[config.mk]
export PLATFORM = sky130hd
export DESIGN_NAME = branch_predictor_bht
export DESIGN_NICKNAME = d
export VERILOG_FILES = /design/src/rtl/branch_predictor_bht_pkg.sv /design/src/rtl/branch_predictor_bht.sv
export SDC_FILE = /design/constraint.sdc
export NUM_CORES = 1
export LEC_CHECK = 0
export ABC_AREA = 1
export CAP_MARGIN = 20
export CORE_MARGIN = 10
export CORE_UTILIZATION = 45
export DETAILED_ROUTE_END_ITERATION = 8
export HOLD_SLACK_MARGIN = 0.06
export PLACE_DENSITY = 0.64
export SYNTH_ARGS = -nofsm -noshare
export SYNTH_HDL_FRONTEND = slang
export SYNTH_SLANG_ARGS = --single-unit
export TNS_END_PERCENT = 10
[constraint.sdc]
create_clock -name i_clk -period 8.6 [get_ports i_clk]
set_input_delay 1.72 -clock i_clk [delete_from_list [all_inputs] [get_ports i_clk]]
set_output_delay 1.72 -clock i_clk [all_outputs]
set_load 0.01 [all_outputs]
[src/rtl/branch_predictor_bht_pkg.sv]
// Shared types for the fetch-stage branch history table / target buffer.
// Counter encoding, table entry layout and the 2-bit saturating update.
package bp_pkg;

   localparam int BP_ENTRIES = 16;
   localparam int BP_ADDR_WIDTH = 32;
   localparam int BP_TAG_BITS = 8;
   localparam logic [1:0] BP_CTR_ALLOC = 2'b10;

   typedef enum logic [1:0] {
      SNT = 2'b00,
      WNT = 2'b01,
      WT  = 2'b10,
      ST  = 2'b11
   } bp_ctr_t;

   typedef struct packed {
      logic                     valid;
      logic [BP_TAG_BITS-1:0]   tag;
      logic [BP_ADDR_WIDTH-1:0] target;
      bp_ctr_t                  ctr;
   } bp_entry_t;

   function automatic bp_ctr_t ctr_next(bp_ctr_t ctr, logic taken);
      bp_ctr_t nxt;
      nxt = ctr;
      if (taken && ctr != ST) nxt = bp_ctr_t'(ctr + 2'd1);
      if (!taken && ctr != SNT) nxt = bp_ctr_t'(ctr - 2'd1);
      return nxt;
   endfunction

endpackage

[src/rtl/branch_predictor_bht.sv]
// Direct-mapped BHT + BTB: combinational fetch lookup, decode-time training.
// Build with BP_STATS_EN to add saturating branch / mispredict counters.
module branch_predictor_bht
   import bp_pkg::*;
#(
   parameter int ENTRIES = bp_pkg::BP_ENTRIES,
   parameter int ADDR_WIDTH = bp_pkg::BP_ADDR_WIDTH,
   parameter int TAG_BITS = bp_pkg::BP_TAG_BITS,
   parameter logic [1:0] CTR_ALLOC = bp_pkg::BP_CTR_ALLOC
) (
   input  logic                  i_clk,
   input  logic                  i_rst_n,
   input  logic [ADDR_WIDTH-1:0] i_fetch_pc,
   output logic                  o_pred_hit,
   output logic                  o_pred_taken,
   output logic [ADDR_WIDTH-1:0] o_pred_target,
   input  logic                  i_upd_valid,
   input  logic [ADDR_WIDTH-1:0] i_upd_pc,
   input  logic                  i_upd_taken,
   input  logic [ADDR_WIDTH-1:0] i_upd_target,
   input  logic                  i_upd_pred_taken,
   input  logic [ADDR_WIDTH-1:0] i_upd_pred_target,
   output logic                  o_mispredict,
   input  logic                  i_bp_clear
`ifdef BP_STATS_EN
   ,
   output logic [15:0]           o_stat_branches,
   output logic [15:0]           o_stat_mispred
`endif
);

   localparam int IDX_W = $clog2(ENTRIES);
   localparam int TAG_LO = IDX_W + 2;

   logic                  valid_q [ENTRIES];
   logic [TAG_BITS-1:0]   tag_q   [ENTRIES];
   logic [ADDR_WIDTH-1:0] tgt_q   [ENTRIES];
   bp_ctr_t               ctr_q   [ENTRIES];

   logic [IDX_W-1:0]    fidx;
   logic [TAG_BITS-1:0] ftag;
   logic [IDX_W-1:0]    uidx;
   logic [TAG_BITS-1:0] utag;
   logic                uhit;
   logic                unused_ok;

   assign fidx = i_fetch_pc[IDX_W+1:2];
   assign ftag = i_fetch_pc[TAG_LO+TAG_BITS-1:TAG_LO];
   assign uidx = i_upd_pc[IDX_W+1:2];
   assign utag = i_upd_pc[TAG_LO+TAG_BITS-1:TAG_LO];
   assign unused_ok = ^{i_fetch_pc, i_upd_pc};

   // Lookup reads the registered table, so a same-cycle update is not seen.
   assign o_pred_hit = valid_q[fidx] && (tag_q[fidx] == ftag);
   assign o_pred_taken = o_pred_hit && ctr_q[fidx][1];
   assign o_pred_target = o_pred_taken ? tgt_q[fidx]
                                       : i_fetch_pc + ADDR_WIDTH'(4);

   assign uhit = valid_q[uidx] && (tag_q[uidx] == utag);

   assign o_mispredict = i_upd_valid &&
      ((i_upd_taken != i_upd_pred_taken) ||
       (i_upd_taken && (i_upd_target != i_upd_pred_target)));

   always_ff @(posedge i_clk or negedge i_rst_n) begin
      if (!i_rst_n) begin
         for (int i = 0; i < ENTRIES; i++) begin
            valid_q[i] <= 1'b0;
            tag_q[i]   <= '0;
            tgt_q[i]   <= '0;
            ctr_q[i]   <= WNT;
         end
      end else if (i_bp_clear) begin
         for (int i = 0; i < ENTRIES; i++) valid_q[i] <= 1'b0;
      end else if (i_upd_valid) begin
         if (uhit) begin
            ctr_q[uidx] <= ctr_next(ctr_q[uidx], i_upd_taken);
            if (i_upd_taken) tgt_q[uidx] <= i_upd_target;
         end else if (i_upd_taken) begin
            valid_q[uidx] <= 1'b1;
            tag_q[uidx]   <= utag;
            tgt_q[uidx]   <= i_upd_target;
            ctr_q[uidx]   <= bp_ctr_t'(CTR_ALLOC);
         end
      end
   end

`ifdef BP_STATS_EN
   always_ff @(posedge i_clk or negedge i_rst_n) begin
      if (!i_rst_n) begin
         o_stat_branches <= '0;
         o_stat_mispred  <= '0;
      end else if (i_bp_clear) begin
         o_stat_branches <= '0;
         o_stat_mispred  <= '0;
      end else if (i_upd_valid) begin
         if (o_stat_branches != 16'hFFFF)
            o_stat_branches <= o_stat_branches + 16'd1;
         if (o_mispredict && o_stat_mispred != 16'hFFFF)
            o_stat_mispred <= o_stat_mispred + 16'd1;
      end
   end
`endif

endmodule

==> metrics.md <==
| Metric | Value |
|---|---|
| Status | complete, no violations |
| Die extent in x | 298 um |
| Relative max-transition margin | 21.1% |
| Number of setup buffers added after CTS | 0 |
| Hold-fix buffer count after cts | 0 |
| Largest fanout of any net on the critical path | 34 |
| Area growth from synthesis to layout | 12.1% |
| Register-to-Register Setup Slack | 5230 ps |
| Antenna violations before repair | 5 |
| Max Cap Violations | 0 |
| Clock Skew | 34.8 ps |
| GRT Util Overall | 26.0% |
| # setup viols final | 0 |
| Core region area | 0.0763 mm^2 |
| Floorplan die area | 0.0890 mm^2 |
| Post-route ant nets | 0 |
| Synth area leaders | sky130_fd_sc_hd__dfrtp_1 (48%), sky130_fd_sc_hd__nand2_1 (15%), sky130_fd_sc_hd__o21ai_0 (13%), sky130_fd_sc_hd__nor2_1 (4.0%), sky130_fd_sc_hd__clkbuf_1 (2.6%) |
| Overflow left after global routing | 0 |
| Average size of a mapped cell | 7.65 um^2 |
| Critical path capture point type | output pin |
| Nature of the critical path startpoint | input pin |
| Maximum number of pins on one net before global-route repair | 228 |
| Cell-by-cell listing of the critical path | buf_4 > clkinv_1 > o211ai_1 > nand3_1 > nand2_1 > o21ai_0 > nor2_1 > nand2_1 > nor2_4 > nand3_2 > nand2_1 > nand2_1 > clkdlybuf4s50_1 |
| Initial core utilization | 45.7% |
| Post-Place Setup Slack | 925 ps |
| Post-DR wirelength/cell | 21.1 um |
| Via count of the first global-routing pass | 30,042 |
| Count of pins over their slew limit | 0 |
| DRT Pass-1 Iters | 7 |
| Total negative setup slack | 0 ps |
| Clock sink count | 688 |
| Ratio of cells with drive above 1 in the final layout | 5.45% |
| Number of distinct library cells after synthesis | 45 |
| Classification of the worst-slack hold path | reg -> reg |
| Master of the slowest instance on the critical path | sky130_fd_sc_hd__clkinv_1 |
| Count of H-tree levels built during CTS | 3 |
| Port Buffer Count | 148 |
| Most frequent cell after synthesis | sky130_fd_sc_hd__nand2_1 |
| Seq/Total Area, Yosys | 49.5% |
| Warnings, synthesis | 0 |
| Top FF cell, synth | sky130_fd_sc_hd__dfrtp_1 |
| Number of clock buffers inserted by TritonCTS | 75 |
| TritonCTS clock tree | built |
| First-pass GRT wire length | 183,000 um |
| Final worst-path setup slack | 903 ps |
| Post-detailed-placement half-perimeter wirelength | 68,800 um |
| Clock tree root buffer cell | sky130_fd_sc_hd__clkbuf_16 |
| Setup repair after global routing missed its margin | false |
| Routed WL | 118,000 um |
| Vias per cell | 5.73 |
| Cell seen most often among critical-path stages | sky130_fd_sc_hd__nand2_1 |
| Final hold vios | 0 |
| Number of gates resized after CTS | 0 |
| Yosys top cell area share | 48.2% |
| Synthesized netlist net count | 4,694 |
| Measured slew at the worst slew-check pin | 1180 ps |
| Worst supply voltage drop on vdd | 0.165 mV |
| Worst Hold Slack | 465 ps |
| Required time at the worst-slack endpoint | 6880 ps |
| Leakage dissipation | 17.8 nW |
| Synthesized netlist cell count | 4,557 |
| Hold Path Cell Cnt | 2 |
| Number of synthesized register bits | 688 |
| Number of DRC violations after detailed routing | 0 |
| Total power consumption of the routed design | 8.41 mW |
| CP Class | in -> out |
| Die outline height | 298 um |
| Gpl congestion | 0.903 |
| Clock slew at reported path FFs | 60 ps |
| Worst-skew pair later-pin latency | 640 ps |
| R2R depth | 15 |
| Final clock period utilization by the worst path | 89.5% |
| Buffer depth of the longest clock path | 3 |
| Synth area leader | sky130_fd_sc_hd__dfrtp_1 |
| Net count reported at finish | 4,629 |
| Post-synth EDFFs | 0 |
| Number of I/O pins | 169 |
| Total power density per cell area | 215 mW/mm^2 |
| Cell Area, Synth | 0.0349 mm^2 |
| Detailed-route via count | 31,983 |
| Initial drt markers | 3,675 |
| Top post-synthesis cells by count | sky130_fd_sc_hd__nand2_1 (1,351), sky130_fd_sc_hd__o21ai_0 (932), sky130_fd_sc_hd__dfrtp_1 (672), sky130_fd_sc_hd__nor2_1 (369), sky130_fd_sc_hd__clkbuf_1 (245) |
| Data arrival time of the critical path | 5980 ps |
| Final core occ | 51.2% |
| Achievable Freq | 130 MHz |
| Slowest Stage Delay on Critical Path | 990 ps |
| Count of standard-cell rows | 101 |
| Min Clock Period, post-route | 7700 ps |
| Share of synthesized registers carrying an async set or reset | 100% |
-- cell usage in the layout (no fill, tap or decap), drive strengths merged --
cell              n
a211o             1
a211oi            2
a21oi           101
a221oi            5
a22oi             1
and3              1
buf              54
bufinv            2
clkbuf          115
clkdlybuf4s50   143
clkinv           13
clkinvlp          1
dfrtp           672
dfstp            16
diode             3
ha                3
inv             211
nand2          1364
nand3           139
nand4            58
nor2            377
nor3              9
nor3b             1
nor4              8
o2111ai           2
o211ai           47
o21ai          1047
o21bai            2
o221ai           33
o22ai            77
or2               3
xnor2             8
xor2             32
-- worst max-delay path, delay by kind of cell --
family / cells / cell delay (ps)
AOI/OAI and AO/OA: 2 / 580
buffers and inverters: 3 / 1970
and+or+nand+nor: 8 / 1660
-- sequential cells by signal (all words and copies together), names as in the netlist --
name     flops
ctr_q       32
tag_q      128
tgt_q      512
valid_q     16
-- final timing paths --
| check | endpoint | from |
|---|---|---|
| max | o_pred_target[12] | i_fetch_pc[4] |
| min | ctr_q[6] | ctr_q[6] |
| max reg2reg | ctr_q[30] | tag_q[82] |
| min reg2reg | ctr_q[6] | ctr_q[6] |
| max in group asynchronous | tgt_q[122] | i_rst_n |
| min in group asynchronous | tag_q[8] | i_rst_n |
-- cell families after synthesis --
| kind of cell | synth area share, % |
|---|---|
| AO/OA/AOI/OAI | 20.0 |
| XOR/XNOR | 1.01 |
| AND/OR/NAND/NOR | 22.8 |
| buffers and inverters | 6.56 |
| adder cells (fa/ha/maj) | 0.108 |
| flip-flops | 49.5 |
-- where the power goes --
| part | internal (mW) | switching [mW] | total, mW |
|---|---|---|---|
| Sequential | 3.67 | 0.229 | 3.90 |
| Clock | 1.87 | 1.40 | 3.27 |
| Combinational | 0.444 | 0.804 | 1.25 |
-- cell type report --
class,count,area (um^2)
fill,7556,37200
sequential,688,17200
multi-input combinational,3321,15400
clock buffer,114,2230
timing repair buffer,198,1920
tap,1030,1290
inverter,208,791
clock inverter,19,221
antenna,3,7.51
-- metrics by stage --
stage               area (um^2)  instances
floorplan                 34900       4557
global placement          36600       5444
detailed placement        36600       5445
CTS                       39100       5578
global route              39100       5578
finish                    39100       5581
-- routing by layer --
metal,vias to the layer above,wire (um),GRT usage [%]
met3,293,11200,5.83
met2,1475,50700,39.2
met5,-,34,0
met1,15255,51300,36.2
li1,14956,-,-
met4,4,4740,9.68
(Power assumes the default switching activity.)
